==> config.mk <==
export PLATFORM = sky130hd
export DESIGN_NAME = reuleaux_seq
export DESIGN_NICKNAME = d
export VERILOG_FILES = /design/src/rtl/reuleaux_pkg.sv /design/src/rtl/reuleaux_vertex.sv /design/src/rtl/reuleaux_seq.sv
export SDC_FILE = /design/constraint.sdc
export NUM_CORES = 1
export LEC_CHECK = 0
export BUFFER_PORTS_ARGS = -buffer_cell sky130_fd_sc_hd__buf_4
export CAP_MARGIN = 15
export CORE_MARGIN = 5
export CORE_UTILIZATION = 55
export DETAILED_ROUTE_END_ITERATION = 16
export GPL_TIMING_DRIVEN = 0
export PLACE_DENSITY = 0.88
export SLEW_MARGIN = 20
export SYNTH_ARGS = -nofsm -noshare
export SYNTH_HDL_FRONTEND = slang
export SYNTH_HIERARCHICAL = 1
export SYNTH_SLANG_ARGS = --single-unit
==> constraint.sdc <==
create_clock -name clk -period 8.05 [get_ports clk]
set_clock_uncertainty 0.2 [all_clocks]
set_input_delay 0.805 -clock clk [delete_from_list [all_inputs] [get_ports clk]]
set_output_delay 0.805 -clock clk [all_outputs]
set_load 0.03 [all_outputs]
==> src/rtl/reuleaux_pkg.sv <==
// Shared types and constants for the Reuleaux-triangle sequencer.
// The optional arc mask is selected by the REULEAUX_ARC_MASK_EN macro in reuleaux_seq.sv.
package reuleaux_pkg;

    typedef enum logic [2:0] {
        ST_IDLE    = 3'd0,
        ST_CALC    = 3'd1,
        ST_ARC_RST = 3'd2,
        ST_ARC_RUN = 3'd3,
        ST_DONE    = 3'd4
    } reuleaux_state_t;

    localparam int SCREEN_W = 160;
    localparam int SCREEN_H = 120;

    localparam int DEF_SQRT3_6_NUM = 74;
    localparam int DEF_FRAC_BITS   = 8;

    typedef logic signed [9:0] scoord_t;

    function automatic logic coord_ok(input scoord_t v, input scoord_t lim);
        return (v >= 10'sd0) && (v < lim);
    endfunction

endpackage

==> src/rtl/reuleaux_vertex.sv <==
// Combinational vertex geometry: three arc centres of a Reuleaux triangle plus an on-screen check.
// Coordinates are narrowed to screen width on output; they are only meaningful when in_range_o is 1.
module reuleaux_vertex
    import reuleaux_pkg::*;
#(
    parameter int SQRT3_6_NUM = DEF_SQRT3_6_NUM,
    parameter int FRAC_BITS   = DEF_FRAC_BITS
) (
    input  logic [7:0] centre_x_i,
    input  logic [6:0] centre_y_i,
    input  logic [7:0] diameter_i,
    output logic [7:0] v0_x_o,
    output logic [6:0] v0_y_o,
    output logic [7:0] v1_x_o,
    output logic [6:0] v1_y_o,
    output logic [7:0] v2_x_o,
    output logic [6:0] v2_y_o,
    output logic       in_range_o
);

    localparam scoord_t W_LIM = scoord_t'(SCREEN_W);
    localparam scoord_t H_LIM = scoord_t'(SCREEN_H);

    logic [17:0] prod;
    logic [17:0] prod_sh;
    scoord_t     h6, h3, cx, cy, half;
    scoord_t     v0_x, v0_y, v1_x, v1_y, v2_x, v2_y;

    assign prod    = 18'(diameter_i) * 18'(SQRT3_6_NUM);
    assign prod_sh = prod >> FRAC_BITS;
    assign h6      = $signed(prod_sh[9:0]);
    assign h3      = h6 + h6;

    assign cx   = $signed({2'b00, centre_x_i});
    assign cy   = $signed({3'b000, centre_y_i});
    assign half = $signed({3'b000, diameter_i[7:1]});

    assign v0_x = cx;
    assign v0_y = cy - h3;
    assign v1_x = cx - half;
    assign v1_y = cy + h6;
    assign v2_x = cx + half;
    assign v2_y = cy + h6;

    // Upper bits of each coordinate are consumed here, so only the range check sees them.
    assign in_range_o = (diameter_i >= 8'd2)
                      && coord_ok(v0_x, W_LIM) && coord_ok(v0_y, H_LIM)
                      && coord_ok(v1_x, W_LIM) && coord_ok(v1_y, H_LIM)
                      && coord_ok(v2_x, W_LIM) && coord_ok(v2_y, H_LIM)
                      && (prod_sh[17:10] == 8'd0);

    assign v0_x_o = v0_x[7:0];
    assign v0_y_o = v0_y[6:0];
    assign v1_x_o = v1_x[7:0];
    assign v1_y_o = v1_y[6:0];
    assign v2_x_o = v2_x[7:0];
    assign v2_y_o = v2_y[6:0];

endmodule

==> src/rtl/reuleaux_seq.sv <==
// Reuleaux-triangle sequencer: drives the circle drawer once per vertex and masks its pixels to one arc each.
// Define REULEAUX_ARC_MASK_EN to apply the arc mask; otherwise full circles are forwarded.
module reuleaux_seq
    import reuleaux_pkg::*;
#(
    parameter int SQRT3_6_NUM = DEF_SQRT3_6_NUM,
    parameter int FRAC_BITS   = DEF_FRAC_BITS
) (
    input  logic       clk,
    input  logic       rst_n,
    input  logic       start,
    input  logic [7:0] centre_x,
    input  logic [6:0] centre_y,
    input  logic [7:0] diameter,
    input  logic [2:0] colour,
    output logic       done,
    output logic       err,
    output logic       circ_rst_n,
    output logic       circ_start,
    output logic [7:0] circ_centre_x,
    output logic [6:0] circ_centre_y,
    output logic [7:0] circ_radius,
    input  logic       circ_done,
    input  logic [7:0] circ_x,
    input  logic [6:0] circ_y,
    input  logic       circ_plot,
    output logic [7:0] vga_x,
    output logic [6:0] vga_y,
    output logic [2:0] vga_colour,
    output logic       vga_plot
);

    reuleaux_state_t state_q, state_d;
    logic [1:0]      k_q, k_d;
    logic [7:0]      cx_q, cx_d;
    logic [6:0]      cy_q, cy_d;
    logic [7:0]      d_q, d_d;
    logic [2:0]      colour_q, colour_d;
    logic            err_q, err_d;
    logic            done_q, done_d;
    logic [2:0][7:0] vx_q, vx_d;
    logic [2:0][6:0] vy_q, vy_d;

    logic [7:0] nv0_x, nv1_x, nv2_x;
    logic [6:0] nv0_y, nv1_y, nv2_y;
    logic       in_range;
    logic       arc_mask;

    reuleaux_vertex #(
        .SQRT3_6_NUM (SQRT3_6_NUM),
        .FRAC_BITS   (FRAC_BITS)
    ) u_vertex (
        .centre_x_i (cx_q),
        .centre_y_i (cy_q),
        .diameter_i (d_q),
        .v0_x_o     (nv0_x),
        .v0_y_o     (nv0_y),
        .v1_x_o     (nv1_x),
        .v1_y_o     (nv1_y),
        .v2_x_o     (nv2_x),
        .v2_y_o     (nv2_y),
        .in_range_o (in_range)
    );

    always_ff @(posedge clk) begin
        if (!rst_n) begin
            state_q  <= ST_IDLE;
            k_q      <= 2'd0;
            cx_q     <= '0;
            cy_q     <= '0;
            d_q      <= '0;
            colour_q <= '0;
            err_q    <= 1'b0;
            done_q   <= 1'b0;
            vx_q     <= '0;
            vy_q     <= '0;
        end else begin
            state_q  <= state_d;
            k_q      <= k_d;
            cx_q     <= cx_d;
            cy_q     <= cy_d;
            d_q      <= d_d;
            colour_q <= colour_d;
            err_q    <= err_d;
            done_q   <= done_d;
            vx_q     <= vx_d;
            vy_q     <= vy_d;
        end
    end

    // A low start outside IDLE/DONE aborts the drawing; that check outranks circ_done.
    always_comb begin
        state_d  = state_q;
        k_d      = k_q;
        cx_d     = cx_q;
        cy_d     = cy_q;
        d_d      = d_q;
        colour_d = colour_q;
        err_d    = err_q;
        vx_d     = vx_q;
        vy_d     = vy_q;
        done_d   = (state_q == ST_DONE) && start;

        case (state_q)
            ST_IDLE: begin
                if (start) begin
                    state_d  = ST_CALC;
                    cx_d     = centre_x;
                    cy_d     = centre_y;
                    d_d      = diameter;
                    colour_d = colour;
                    err_d    = 1'b0;
                    k_d      = 2'd0;
                end
            end
            ST_CALC: begin
                if (!start) begin
                    state_d = ST_IDLE;
                end else if (!in_range) begin
                    state_d = ST_DONE;
                    err_d   = 1'b1;
                end else begin
                    state_d = ST_ARC_RST;
                    k_d     = 2'd0;
                    vx_d    = {nv2_x, nv1_x, nv0_x};
                    vy_d    = {nv2_y, nv1_y, nv0_y};
                end
            end
            ST_ARC_RST: begin
                state_d = start ? ST_ARC_RUN : ST_IDLE;
            end
            ST_ARC_RUN: begin
                if (!start) begin
                    state_d = ST_IDLE;
                end else if (circ_done) begin
                    if (k_q == 2'd2) begin
                        state_d = ST_DONE;
                    end else begin
                        state_d = ST_ARC_RST;
                        k_d     = k_q + 2'd1;
                    end
                end
            end
            ST_DONE: begin
                if (!start) state_d = ST_IDLE;
            end
            default: state_d = ST_IDLE;
        endcase
    end

`ifdef REULEAUX_ARC_MASK_EN
    // Each vertex circle keeps only the arc facing the opposite edge of the triangle.
    always_comb begin
        arc_mask = 1'b0;
        case (k_q)
            2'd0:    arc_mask = (circ_y >= vy_q[1]);
            2'd1:    arc_mask = (circ_x >= cx_q) && (circ_y <= vy_q[1]);
            2'd2:    arc_mask = (circ_x <= cx_q) && (circ_y <= vy_q[2]);
            default: arc_mask = 1'b0;
        endcase
    end
`else
    assign arc_mask = 1'b1;
`endif

    always_comb begin
        circ_centre_x = 8'd0;
        circ_centre_y = 7'd0;
        case (k_q)
            2'd0: begin circ_centre_x = vx_q[0]; circ_centre_y = vy_q[0]; end
            2'd1: begin circ_centre_x = vx_q[1]; circ_centre_y = vy_q[1]; end
            2'd2: begin circ_centre_x = vx_q[2]; circ_centre_y = vy_q[2]; end
            default: begin circ_centre_x = 8'd0; circ_centre_y = 7'd0; end
        endcase
    end

    assign circ_rst_n  = !((state_q == ST_IDLE) || (state_q == ST_CALC) || (state_q == ST_ARC_RST));
    assign circ_start  = (state_q == ST_ARC_RUN);
    assign circ_radius = d_q;

    assign done = done_q;
    assign err  = err_q;

    // The circ_done cycle carries no pixel, so it is suppressed even if circ_plot is high.
    assign vga_plot   = circ_plot && (state_q == ST_ARC_RUN) && !circ_done && arc_mask;
    assign vga_x      = circ_x;
    assign vga_y      = circ_y;
    assign vga_colour = colour_q;

endmodule

; ---- Yosys cells after proc, flatten, opt, wreduce, memory -nomap -nowiden
; Cells that the tools add are included.
; W data, S select, Z words.
[word_totals]
register_bits = 71
input_bits = 46
out_inout_bits = 46
wordCells = 96
[classes]
n_addsub = 6
n_mul = 1
n_lt_le_gt_ge = 11
n_eq_ne = 15
muxes = 22
n_reduce_logical = 28
[op_table]
columns = operator, n
row1 = $ge A10 B1 Y1 const B, 4
row2 = $pmux W8 S3, 1
row3 = $mux W3, 7
row4 = $lt A10 B8 Y1 const B, 2
row5 = $lt A10 B9 Y1 const B, 2
row6 = $add A7 B7 Y8, 2
row7 = $pmux W3 S5, 1
row8 = $logic_and A1 B1 Y1, 14
row9 = $mul A8 B6 Y14 const B, 1
row10 = $mux W2, 7
row11 = $ne A2 B2 Y1 const B, 7
row12 = $pmux W7 S2, 1
row13 = $sub A8 B10 Y10, 1
row14 = $add A8 B7 Y9, 1
row15 = $sub A8 B7 Y9, 1
row16 = $ge A8 B1 Y1 const B, 1
row17 = $ge A8 B2 Y1 const B, 1
row18 = $lt A8 B8 Y1 const B, 1
row19 = $reduce_and A7 Y1, 1
row20 = $eq A3 B2 Y1 const B, 2
row21 = $pmux W2 S3, 1
row22 = $reduce_and A3 Y1, 2
row23 = $reduce_and A4 Y1, 1
row24 = $eq A3 B1 Y1 const B, 1
row25 = other kinds (16), 20

; ---- Depth between registers and ports, before layout
; Gate-level depths: netlist of the first run.
[logic_depth]
ltp_word = 13
depth_mapped = 23
ltp_nobuf = 22

; ---- Cells and area by module
; Netlist of the first run, hierarchy kept.
[modules_own_cells]
columns = mod, instances, cells_per_inst, area_per_inst_um2, seq_area_each_um2
row1 = reuleaux_seq, 1, 416, 3742.3, 1561.5
row2 = reuleaux_vertex, 1, 270, 2119.5, 0.0

; ---- Worst setup path before layout of the first run
; No wires, ideal clock.
[synth_path]
kind = register to register
from = reg d_q[4], in the netlist circ_radius[4]
to = reg vy_q[0] in the netlist's numbering
setup_time_ns = 0.115
t_arrival_ns = 5.283
t_required_ns = 7.735
setup_slack_ns = 2.453
stages_incl_launch_ff = 20
path_buffers = 2
synth_period_minus_slack_ns = 5.597
cell_sequence = dfxtp_1 > ha_1 > ha_1 > fa_1 > ha_1 > and4_1 > a311o_1 > and2_1 > ha_1 > fa_1 > a21o_1 > a21oi_1 > xnor2_1 > and3_1 > a22o_1 > nor4_2 > clkbuf_1 > clkbuf_1 > a21boi_0 > o21a_1
[synth_between]
word_cells_on_any_way = 26
classes_between = 5 x add/sub / 1 x mul / 9 x order compare / 11 x reduce/logical
[synth_lines]
columns = element, line
row1 = "start, declared", reuleaux_seq.sv:37  ; logic [7:0] d_q, d_d;
row2 = "start signal, assigned", reuleaux_seq.sv:71  ; d_q <= '0;
row3 = "start signal, assigned", reuleaux_seq.sv:82  ; d_q <= d_d;
row4 = $mul A8 B6 Y14 *, reuleaux_vertex.sv:29  ; assign prod = 18'(diameter_i) * 18'(SQRT3_6_NUM);
row5 = $add A7 B7 Y8 *, reuleaux_vertex.sv:41  ; assign v1_y = cy + h6;
row6 = net nv1_y[4], reuleaux_seq.sv:45  ; logic [6:0] nv0_y, nv1_y, nv2_y;
row7 = $ge A10 B1 Y1 / $lt A10 B8 Y1 (equally long branches), reuleaux_pkg.sv:22  ; return (v >= 10'sd0) && (v < lim);
row8 = $logic_and A1 B1 Y1 *, reuleaux_pkg.sv:22
row9 = $logic_and A1 B1 Y1, reuleaux_vertex.sv:48  ; && coord_ok(v1_x, W_LIM) && coord_ok(v1_y, H_LIM)
row10 = $logic_and A1 B1 Y1, reuleaux_vertex.sv:49  ; && coord_ok(v2_x, W_LIM) && coord_ok(v2_y, H_LIM)
row11 = $logic_and A1 B1 Y1 *, reuleaux_vertex.sv:49
row12 = net in_range, reuleaux_seq.sv:46  ; logic in_range;
row13 = $reduce_and A3 Y1 (no source line) *, n/a
row14 = "end signal, assigned", reuleaux_seq.sv:87  ; vy_q <= vy_d;
row15 = "end, declared", reuleaux_seq.sv:42  ; logic [2:0][6:0] vy_q, vy_d;
; Mark *: on every way through the listed nets, which the timed path passes. The rest lies on a longest branch.
; A chain may end at the register's enable or synchronous reset.

; ---- Final worst setup path of the first run
[layout_path]
from = reg d_q[4], in the netlist circ_radius[4]
to = reg vy_q[10] in the netlist's numbering
; Same word-level chain as after synthesis.

==> results of run 1 <==
worst register-to-register path: cells and delay by family, from the launching register on:
kind                       cells  cell delay (ps)
and+or+nand+nor                4             1020
buffers and inverters          2              800
AOI/OAI and AO/OA              6             1440
DFF                            1              580
xor gates and xnor gates       1              160
adders and majority gates      6             2020
logic make-up (layout without fill, tap and decap cells):
| logic type | count (synthesis) | after routing |
|---|---|---|
| buf+inv | 113 | 204 |
| simple gates | 204 | 204 |
| mux | 2 | 2 |
| fa+ha+maj | 60 | 60 |
| compound gates | 206 | 206 |
| xor+xnor | 23 | 23 |
| flops | 78 | 78 |
final timing paths:
path	depth (start not counted)	slack, ps	from	end
setup / recovery	19	1730	circ_radius[4]$_SDFFE_PN0P_	vy_q[10]$_SDFFE_PN0P_
setup reg to reg	19	1730	circ_radius[4]$_SDFFE_PN0P_	vy_q[10]$_SDFFE_PN0P_
hold / removal	2	260	vga_colour[2]$_SDFFE_PN0P_	vga_colour[2]$_SDFFE_PN0P_
hold reg to reg	2	260	vga_colour[2]$_SDFFE_PN0P_	vga_colour[2]$_SDFFE_PN0P_
power groups by stage:
stage               sequential, W  combinational [W]  clock, W
finish                   0.000412           0.000307  0.000311
global route             0.000414           0.000335  0.000327
CTS                      0.000412           0.000303  0.000312
detailed placement       0.000421           0.000299         0
global placement         0.000421           0.000291         0
floorplan                0.000423           0.000213         0
registers in the layout, summed over array words and instances, names as in the netlist:
signal       count
vx_q            24
vy_q            21
circ_radius      8
cx_q             8
cy_q             7
state_q          3
vga_colour       3
k_q              2
done             1
err              1
final cells by class:
class	instances	area [sq um]
buffer	77	462
clock buffer	11	141
clock inverter	5	58.8
fill	890	3570
inverter	36	135
multi-input combinational	495	3700
sequential	78	1560
tap	136	170
timing repair buffer	75	563
Yosys cell counts, types with 11 or more instances:
master and instances:
a21oi_1 14, a21boi_0 53, nor2_1 35, nand2_1 61, xnor2_1 11, ha_1 54, nor2b_1 11, a21boi_1 20
dfxtp_1 78, buf_4 33, clkbuf_1 30, xor2_1 12, o21a_1 50, a222oi_1 15, inv_1 36, and3_1 49
per-layer routing:
layer / wire length [um] / up-vias / share of wire (%)
li1: - / 2573 / -
met1: 6660 / 2499 / 44
met2: 7250 / 220 / 48
met3: 978 / 32 / 6.4
met4: 357 / 0 / 2.3
met5: 0 / - / 0
through the flow:
step	instance area [sq um]	worst slack [ps]
floorplan	5860	2450
global placement	6600	1910
detailed placement	6600	1800
CTS	6800	1760
global route	6800	1400
finish	6800	1730
==> impl_metrics.tcl, run 1 <==
set metrics [dict create \
    outcome "finished, final reports clean" \
    maxCapViolCount 0 \
    port-buffer-count 75 \
    path_common_cell "ha_1" \
    synthXorXnorAreaFrac_pct 3.44 \
    grtUsageTotal_pct 23.7 \
    drt_wl_total_um 15300 \
    synthFlopType "dfxtp_1" \
    grt_overflow_total 0 \
    root_buffer "clkbuf_8" \
    fin_crit_sh_pct 78.5 \
    path_buf_inv 2 \
    ant_nets 0 \
    synth.top_cell.area_share_pct 26.6 \
    synth_area_sq_um 5860 \
    worst_slew_pin_slew_ps 543 \
    pwr-share-clk_pct 30.2 \
    core_sq_um 10400 \
    mostFrequentLayoutCells "108 x buf_4, 78 x dfxtp_1, 61 x nand2_1" \
    grt_pass1_wl_um 25100 \
    drt-initial-drc-count 390 \
    diodes 0 \
    chipHeight_um 113 \
    finish.utilization_pct 65.5 \
    layout-drive-gt1-share_pct 19.0 \
    placed_cells_incl_taps 897 \
    cp_data_required_time_ps 8110 \
    switching_share_pct 33.9 \
    rsz0062_at_grt "false" \
    cts_buffers 9 \
    max_slew_margin_pct 63.8 \
    finalNonFillerCells 913 \
    whs_ps 262 \
    final_common_cell "buf_4" \
    ys_ff_latch 78 \
    power.leakage_nw 3.24 \
    syn_to_final_growth_pct 15.9 \
    start_util_pct 56.5 \
    power_frac_comb_pct 29.8 \
    ctsHoldBuffers 0 \
    grtUsageMet3_pct 3.37 \
    slew_viol_final 0 \
    power_frac_seq_pct 40.0 \
    min_period_ps 6320 \
    syn_avg_cell_area_sq_um 8.55 \
    power_density_nw_per_um2 152 \
    internal-power_w 0.000682 \
    clk-insertion-delay-late_ps 370 \
    worstSetupStartpointType "flip-flop" \
    critPathTopFamily "adder cells" \
    finalWeightedCongestion 0.845 \
    synth-edff-count 0 \
    die_area_sq_um 12800 \
    power.switching_w 0.000349 \
    worst_setup_path_end_kind "flip-flop" \
    synthSimpleGateAreaFrac_pct 18.4 \
    grt_util_met1_pct 30.4 \
    ios 92 \
    worstPathArrival_ps 6380 \
    clk_pin_slew_ps 80 \
    antenna_found_initial 0 \
    crit_chain "ha_1 > ha_1 > fa_1 > ha_1 > and4_1 > a311o_1 > and2_1 > ha_1 > fa_1 > a21o_1 > a21oi_1 > xnor2_1 > and3_1 > a22o_1 > nor4_2 > clkbuf_1 > clkbuf_1 > a21boi_0 > o21a_1" \
    synth.largest_area_cell "dfxtp_1" \
    async_flop_share_pct 0 \
    critPathMaxStageDelay_ps 580 \
    finalSetupViolations 0 \
    ys_warn_count 6 \
    worstPathMaxFanout 10 \
    critPathKind "flip-flop to flip-flop" \
    seq_area_frac_synth_pct 26.6 \
    cts_sinks 78 \
    synth_fp_nets 792 \
    timing.fmax_ghz 0.158 \
    wl_per_cell_um 16.7 \
    hpwl_um 11900 \
    vias_per_cell 5.83 \
    drcViolationCount 0 \
    netlist_top_cells_area "dfxtp_1 27%, ha_1 12%, a21boi_0 6.8%" \
    synthMuxAreaShare_pct 0.342 \
    dr.pass1.iters 5 \
    synth-compound-area-share_pct 27.4 \
    grt_max_degree 14 \
    cts_setup_buffers 0 \
    yosysUniqueCellTypes 70 \
    cts_htree_levels 3 \
    synth_top_family_by_area "compound AO/OA/AOI/OAI gates" \
    die_width_um 113 \
    syn_inst 686 \
    fin_tns_setup_ps 0 \
    synth_fa_ha_area_share_pct 13.6 \
    hp-class "flip-flop to flip-flop" \
    power_w 0.00103 \
    grt_pass1_vias 5207 \
    grtUsageMet2_pct 40.6 \
    cts.repair.resized 0 \
    nets 878 \
    peakVddDrop_mv 0.124 \
    critPathSlowestCell "dfxtp_1" \
    grt.busiest_layer "met2" \
    vias 5324 \
    num_rows 37 \
    ctsLongestPathBuffers 2 \
    finalHoldViolations 0 \
    cts_tree "yes" \
]
(Power assumes the default switching activity.)
==> run 2: changes to the inputs <==
clock period = 6.2 ns   (was 8.05 ns; I/O delays follow)
==> impl_metrics.tcl, run 2 (same netlist as run 1, synthesis figures left out) <==
set metrics [dict create \
    nets 878 \
    reg2reg_depth 19 \
    drcViolationCount 0 \
    clk_pin_slew_ps 80 \
    finish.utilization_pct 65.7 \
    finalNonFillerCells 913 \
    min_period_ps 5910 \
    power.switching_w 0.000451 \
    critPathMaxStageDelay_ps 480 \
    fin_crit_sh_pct 95.3 \
    syn_to_final_growth_pct 16.2 \
    min_path_cells 2 \
    slew_viol_final 0 \
    cts_tree "yes" \
    port-buffer-count 75 \
    largest_register_ffs 24 \
    timing.fmax_ghz 0.169 \
    path_buf_inv 2 \
    chipHeight_um 113 \
    peakVddDrop_mv 0.161 \
    path_common_cell "ha_1" \
    root_buffer "clkbuf_8" \
    power_w 0.00134 \
    core_sq_um 10400 \
    vias_per_cell 5.83 \
    finalHoldViolations 0 \
    final_common_cell "buf_4" \
    power_density_nw_per_um2 196 \
    die_width_um 113 \
    drt_wl_total_um 15300 \
    worstPathArrival_ps 6010 \
    cts_sinks 78 \
    grt_overflow_total 0 \
    maxCapViolCount 0 \
    critPathKind "flip-flop to flip-flop" \
    outcome "finished, final reports clean" \
    clk-insertion-delay-late_ps 360 \
    vias 5325 \
    grt_max_degree 14 \
    cts_buffers 9 \
    critPathSlowestCell "fa_1" \
    mostFrequentLayoutCells "108 x buf_4, 73 x dfxtp_1, 61 x nand2_1" \
    top_regs "vx_q x24, vy_q x21" \
    final_cell_area_sq_um 6810 \
    placed_cells_incl_taps 897 \
    hp-class "flip-flop to flip-flop" \
    internal-power_w 0.000887 \
    die_area_sq_um 12800 \
    antenna_found_initial 0 \
    diodes 0 \
    max_slew_margin_pct 61.7 \
    worst_setup_path_end_kind "flip-flop" \
    power_frac_comb_pct 29.8 \
    power.leakage_nw 3.27 \
    wl_per_cell_um 16.8 \
    fin_tns_setup_ps 0 \
    grt_pass1_vias 5207 \
    switching_share_pct 33.7 \
    worstSetupStartpointType "flip-flop" \
    power_frac_seq_pct 40.1 \
    crit_chain "ha_1 > ha_1 > fa_1 > ha_1 > and4_1 > a311o_1 > and2_1 > ha_1 > fa_1 > a21o_1 > a21oi_1 > xnor2_1 > and3_1 > a22o_1 > nor4_2 > buf_2 > clkbuf_1 > and3_1 > o21a_1" \
    post_dp_cell_area_sq_um 6600 \
    pwr-share-clk_pct 30.1 \
    start_util_pct 56.5 \
    finalSetupViolations 0 \
    critPathTopFamily "adder cells" \
    layout-drive-gt1-share_pct 20.6 \
    worst_slew_pin_slew_ps 575 \
    drt-initial-drc-count 388 \
    dr.pass1.iters 6 \
    cp_data_required_time_ps 6310 \
    ant_nets 0 \
    num_rows 37 \
    ctsLongestPathBuffers 2 \
    cts_htree_levels 3 \
    grt_pass1_wl_um 25100 \
    finalWeightedCongestion 0.845 \
    critical_path_depth 19 \
    hpwl_um 11900 \
    ctsHoldBuffers 0 \
    ios 92 \
    largest-register "vx_q" \
    worstPathMaxFanout 10 \
    grtUsageTotal_pct 23.7 \
]
run 2: cell count changes in the layout (fill, tap and decap cells not counted), sizes merged:
| cell | previous run | this run |
|---|---|---|
| buf | 121 | 122 |
| clkbuf | 42 | 41 |
run 2: repair_timing:
action | 4_1_cts | 5_1_grt
buffers inserted | 0 | 0
setup endpoints to repair | 35 | 48
gates resized for setup | 1 | 18
run 2: final timing paths:
check / start / endpoint / slack (ps)
worst max-delay path: circ_radius[4]$_SDFFE_PN0P_ / vx_q[15]$_SDFFE_PN0P_ / 290
worst min-delay path: vga_colour[2]$_SDFFE_PN0P_ / vga_colour[2]$_SDFFE_PN0P_ / 260
worst max register to register: circ_radius[4]$_SDFFE_PN0P_ / vx_q[15]$_SDFFE_PN0P_ / 290
worst min register to register: vga_colour[2]$_SDFFE_PN0P_ / vga_colour[2]$_SDFFE_PN0P_ / 260
run 2: through the flow:
| step | worst slack (ps) | hold slack [ps] |
|---|---|---|
| final | 294 | 262 |
| after CTS | 41.4 | 268 |
| after global placement | 63.1 | 243 |
| after floorplan | 603 | 257 |
| after detailed placement | -53.2 | 254 |
| after global routing | -6.15 | 298 |
run 2: worst register-to-register path: cells and delay by family (launching register included):
family,cells,cell delay (ps)
XOR/XNOR,1,160
flip-flops,1,470
adder cells (fa/ha/maj),6,1980
buffers and inverters,2,610
AO/OA/AOI/OAI,5,1190
AND/OR/NAND/NOR,5,1240
run 2: power by group through the flow:
stage	combinational (W)	sequential [W]	clock (W)
floorplan	0.000276	0.000549	0
global placement	0.000378	0.000546	0
detailed placement	0.000389	0.000547	0
CTS	0.000393	0.000535	0.000405
global route	0.000437	0.000538	0.000425
finish	0.000399	0.000536	0.000403
run 2: layout make-up:
class / instances / area, sq um
tap: 136 / 170
fill: 892 / 3560
clock inverter: 5 / 58.8
sequential: 78 / 1570
timing repair buffer: 75 / 563
multi-input combinational: 495 / 3700
clock buffer: 11 / 141
inverter: 36 / 135
buffer: 77 / 470
run 2: per-layer routing:
metal	vias up	wire, um	GRT usage [%]
met3	33	948	3.37
met5	-	0	0
met2	203	7340	40.6
met4	0	353	8.73
met1	2517	6670	30.4
li1	2572	-	-
==> run 3: changes to the inputs <==
CORE_ASPECT_RATIO = 1.1   (was unset)
==> impl_metrics.tcl, run 3 (same netlist as run 1, synthesis figures left out) <==
set metrics [dict create \
    outcome "finished, final reports clean" \
    cp_data_required_time_ps 6280 \
    hpwl_um 11800 \
    nets 878 \
    finalHoldViolations 0 \
    largest_register_ffs 24 \
    clk_pin_slew_ps 60 \
    finalWeightedCongestion 0.863 \
    power_density_nw_per_um2 205 \
    worst_slew_pin_slew_ps 574 \
    vias 5276 \
    top_regs "vx_q x24, vy_q x21" \
    rsz0062_at_grt "false" \
    grt_pass1_vias 5333 \
    ant_nets 0 \
    hp-class "flip-flop to flip-flop" \
    crit_chain "ha_1 > ha_1 > fa_1 > ha_1 > and4_1 > a311o_1 > and2_1 > ha_1 > fa_1 > a21o_1 > a21oi_1 > xnor2_1 > and3_1 > a22o_1 > nor4_2 > clkbuf_4 > clkbuf_1 > and3_1 > o21a_1" \
    setup_slack_ps 254 \
    cts_sinks 78 \
    fin_crit_sh_pct 95.9 \
    ctsLongestPathBuffers 2 \
    drcViolationCount 0 \
    max_slew_margin_pct 61.7 \
    syn_to_final_growth_pct 17.4 \
    antenna_found_initial 0 \
    cts_setup_buffers 0 \
    die_area_sq_um 12800 \
    dr.pass1.iters 6 \
    grt_overflow_total 0 \
    cts_tree "yes" \
    diodes 0 \
    maxCapViolCount 0 \
    cts_htree_levels 3 \
    drt-initial-drc-count 378 \
    final_common_cell "buf_4" \
    post_dp_cell_area_sq_um 6600 \
    critPathMaxStageDelay_ps 500 \
    slew_viol_final 0 \
    worstPathMaxFanout 10 \
    root_buffer "clkbuf_16" \
    port-buffer-count 75 \
    grtUsageTotal_pct 24.1 \
    timing.fmax_ghz 0.168 \
    worstPathArrival_ps 6030 \
    grt_max_degree 13 \
    start_util_pct 56.4 \
    post-place-ws_ps -103 \
    worst_setup_path_end_kind "flip-flop" \
    worstSetupStartpointType "flip-flop" \
    critPathKind "flip-flop to flip-flop" \
    largest-register "vx_q" \
    clk-insertion-delay-late_ps 340 \
    ios 92 \
    peakVddDrop_mv 0.139 \
    wl_per_cell_um 16.7 \
    min_period_ps 5950 \
    vias_per_cell 5.75 \
    chipHeight_um 118 \
    finalSetupViolations 0 \
    path_common_cell "ha_1" \
    finish.utilization_pct 66.2 \
    mostFrequentLayoutCells "108 x buf_4, 74 x dfxtp_1, 61 x nand2_1" \
    core_sq_um 10400 \
    final_cell_area_sq_um 6880 \
    cts_buffers 9 \
    power.leakage_nw 3.30 \
    num_rows 39 \
    die_width_um 108 \
    critPathSlowestCell "dfxtp_1" \
    grt_pass1_wl_um 25400 \
    layout-drive-gt1-share_pct 20.4 \
    drt_wl_total_um 15300 \
    fin_tns_setup_ps 0 \
]
run 3: layer usage:
layer / part of all wire (%) / GRT usage (%)
met3: 5.7 / 4.85
met4: 2.4 / 8.68
met5: 0 / 0
met2: 50 / 42.2
met1: 42 / 28.9
run 3: layout make-up:
cell class / instances / area (sq um)
multi-input combinational: 495 / 3700
fill: 840 / 3510
sequential: 78 / 1570
timing repair buffer: 75 / 563
buffer: 77 / 473
clock buffer: 10 / 239
tap: 143 / 179
inverter: 36 / 135
clock inverter: 4 / 25.0
run 3: where the power goes:
group          switching, W  internal (W)
clock              0.000204      0.000276
sequential        0.0000210      0.000515
combinational      0.000223      0.000175
total              0.000448      0.000966
run 3: critical path: cells and delay by family (launching register included):
family | cells | cell delay (ps)
xor gates and xnor gates | 1 | 140
buffers and inverters | 2 | 580
DFF | 1 | 500
AOI/OAI and AO/OA | 5 | 1190
adders and majority gates | 6 | 2020
and+or+nand+nor | 5 | 1260
run 3: metrics by stage:
| stage | instances | hold WS [ps] | power [W] |
|---|---|---|---|
| finish | 918 | 251 | 0.00141 |
| global route | 918 | 286 | 0.00148 |
| detailed placement | 904 | 248 | 0.000934 |
| global placement | 904 | 243 | 0.000920 |
| CTS | 918 | 256 | 0.00141 |
| floorplan | 686 | 257 | 0.000825 |
run 3: worst paths after layout:
check	slack [ps]	startpoint	depth (start not counted)	endpoint
worst max-delay path	250	circ_radius[6]$_SDFFE_PN0P_	19	vx_q[14]$_SDFFE_PN0P_
worst min-delay path	250	vga_colour[2]$_SDFFE_PN0P_	2	vga_colour[2]$_SDFFE_PN0P_
worst max register to register	250	circ_radius[6]$_SDFFE_PN0P_	19	vx_q[14]$_SDFFE_PN0P_
worst min register to register	250	vga_colour[2]$_SDFFE_PN0P_	2	vga_colour[2]$_SDFFE_PN0P_
run 3: timing repair:
item                                    in CTS  in global routing
hold buffers                                 0                  0
endpoints found under the setup margin      39                 45
resized for setup                            1                 18
pin swaps                                    0                  0
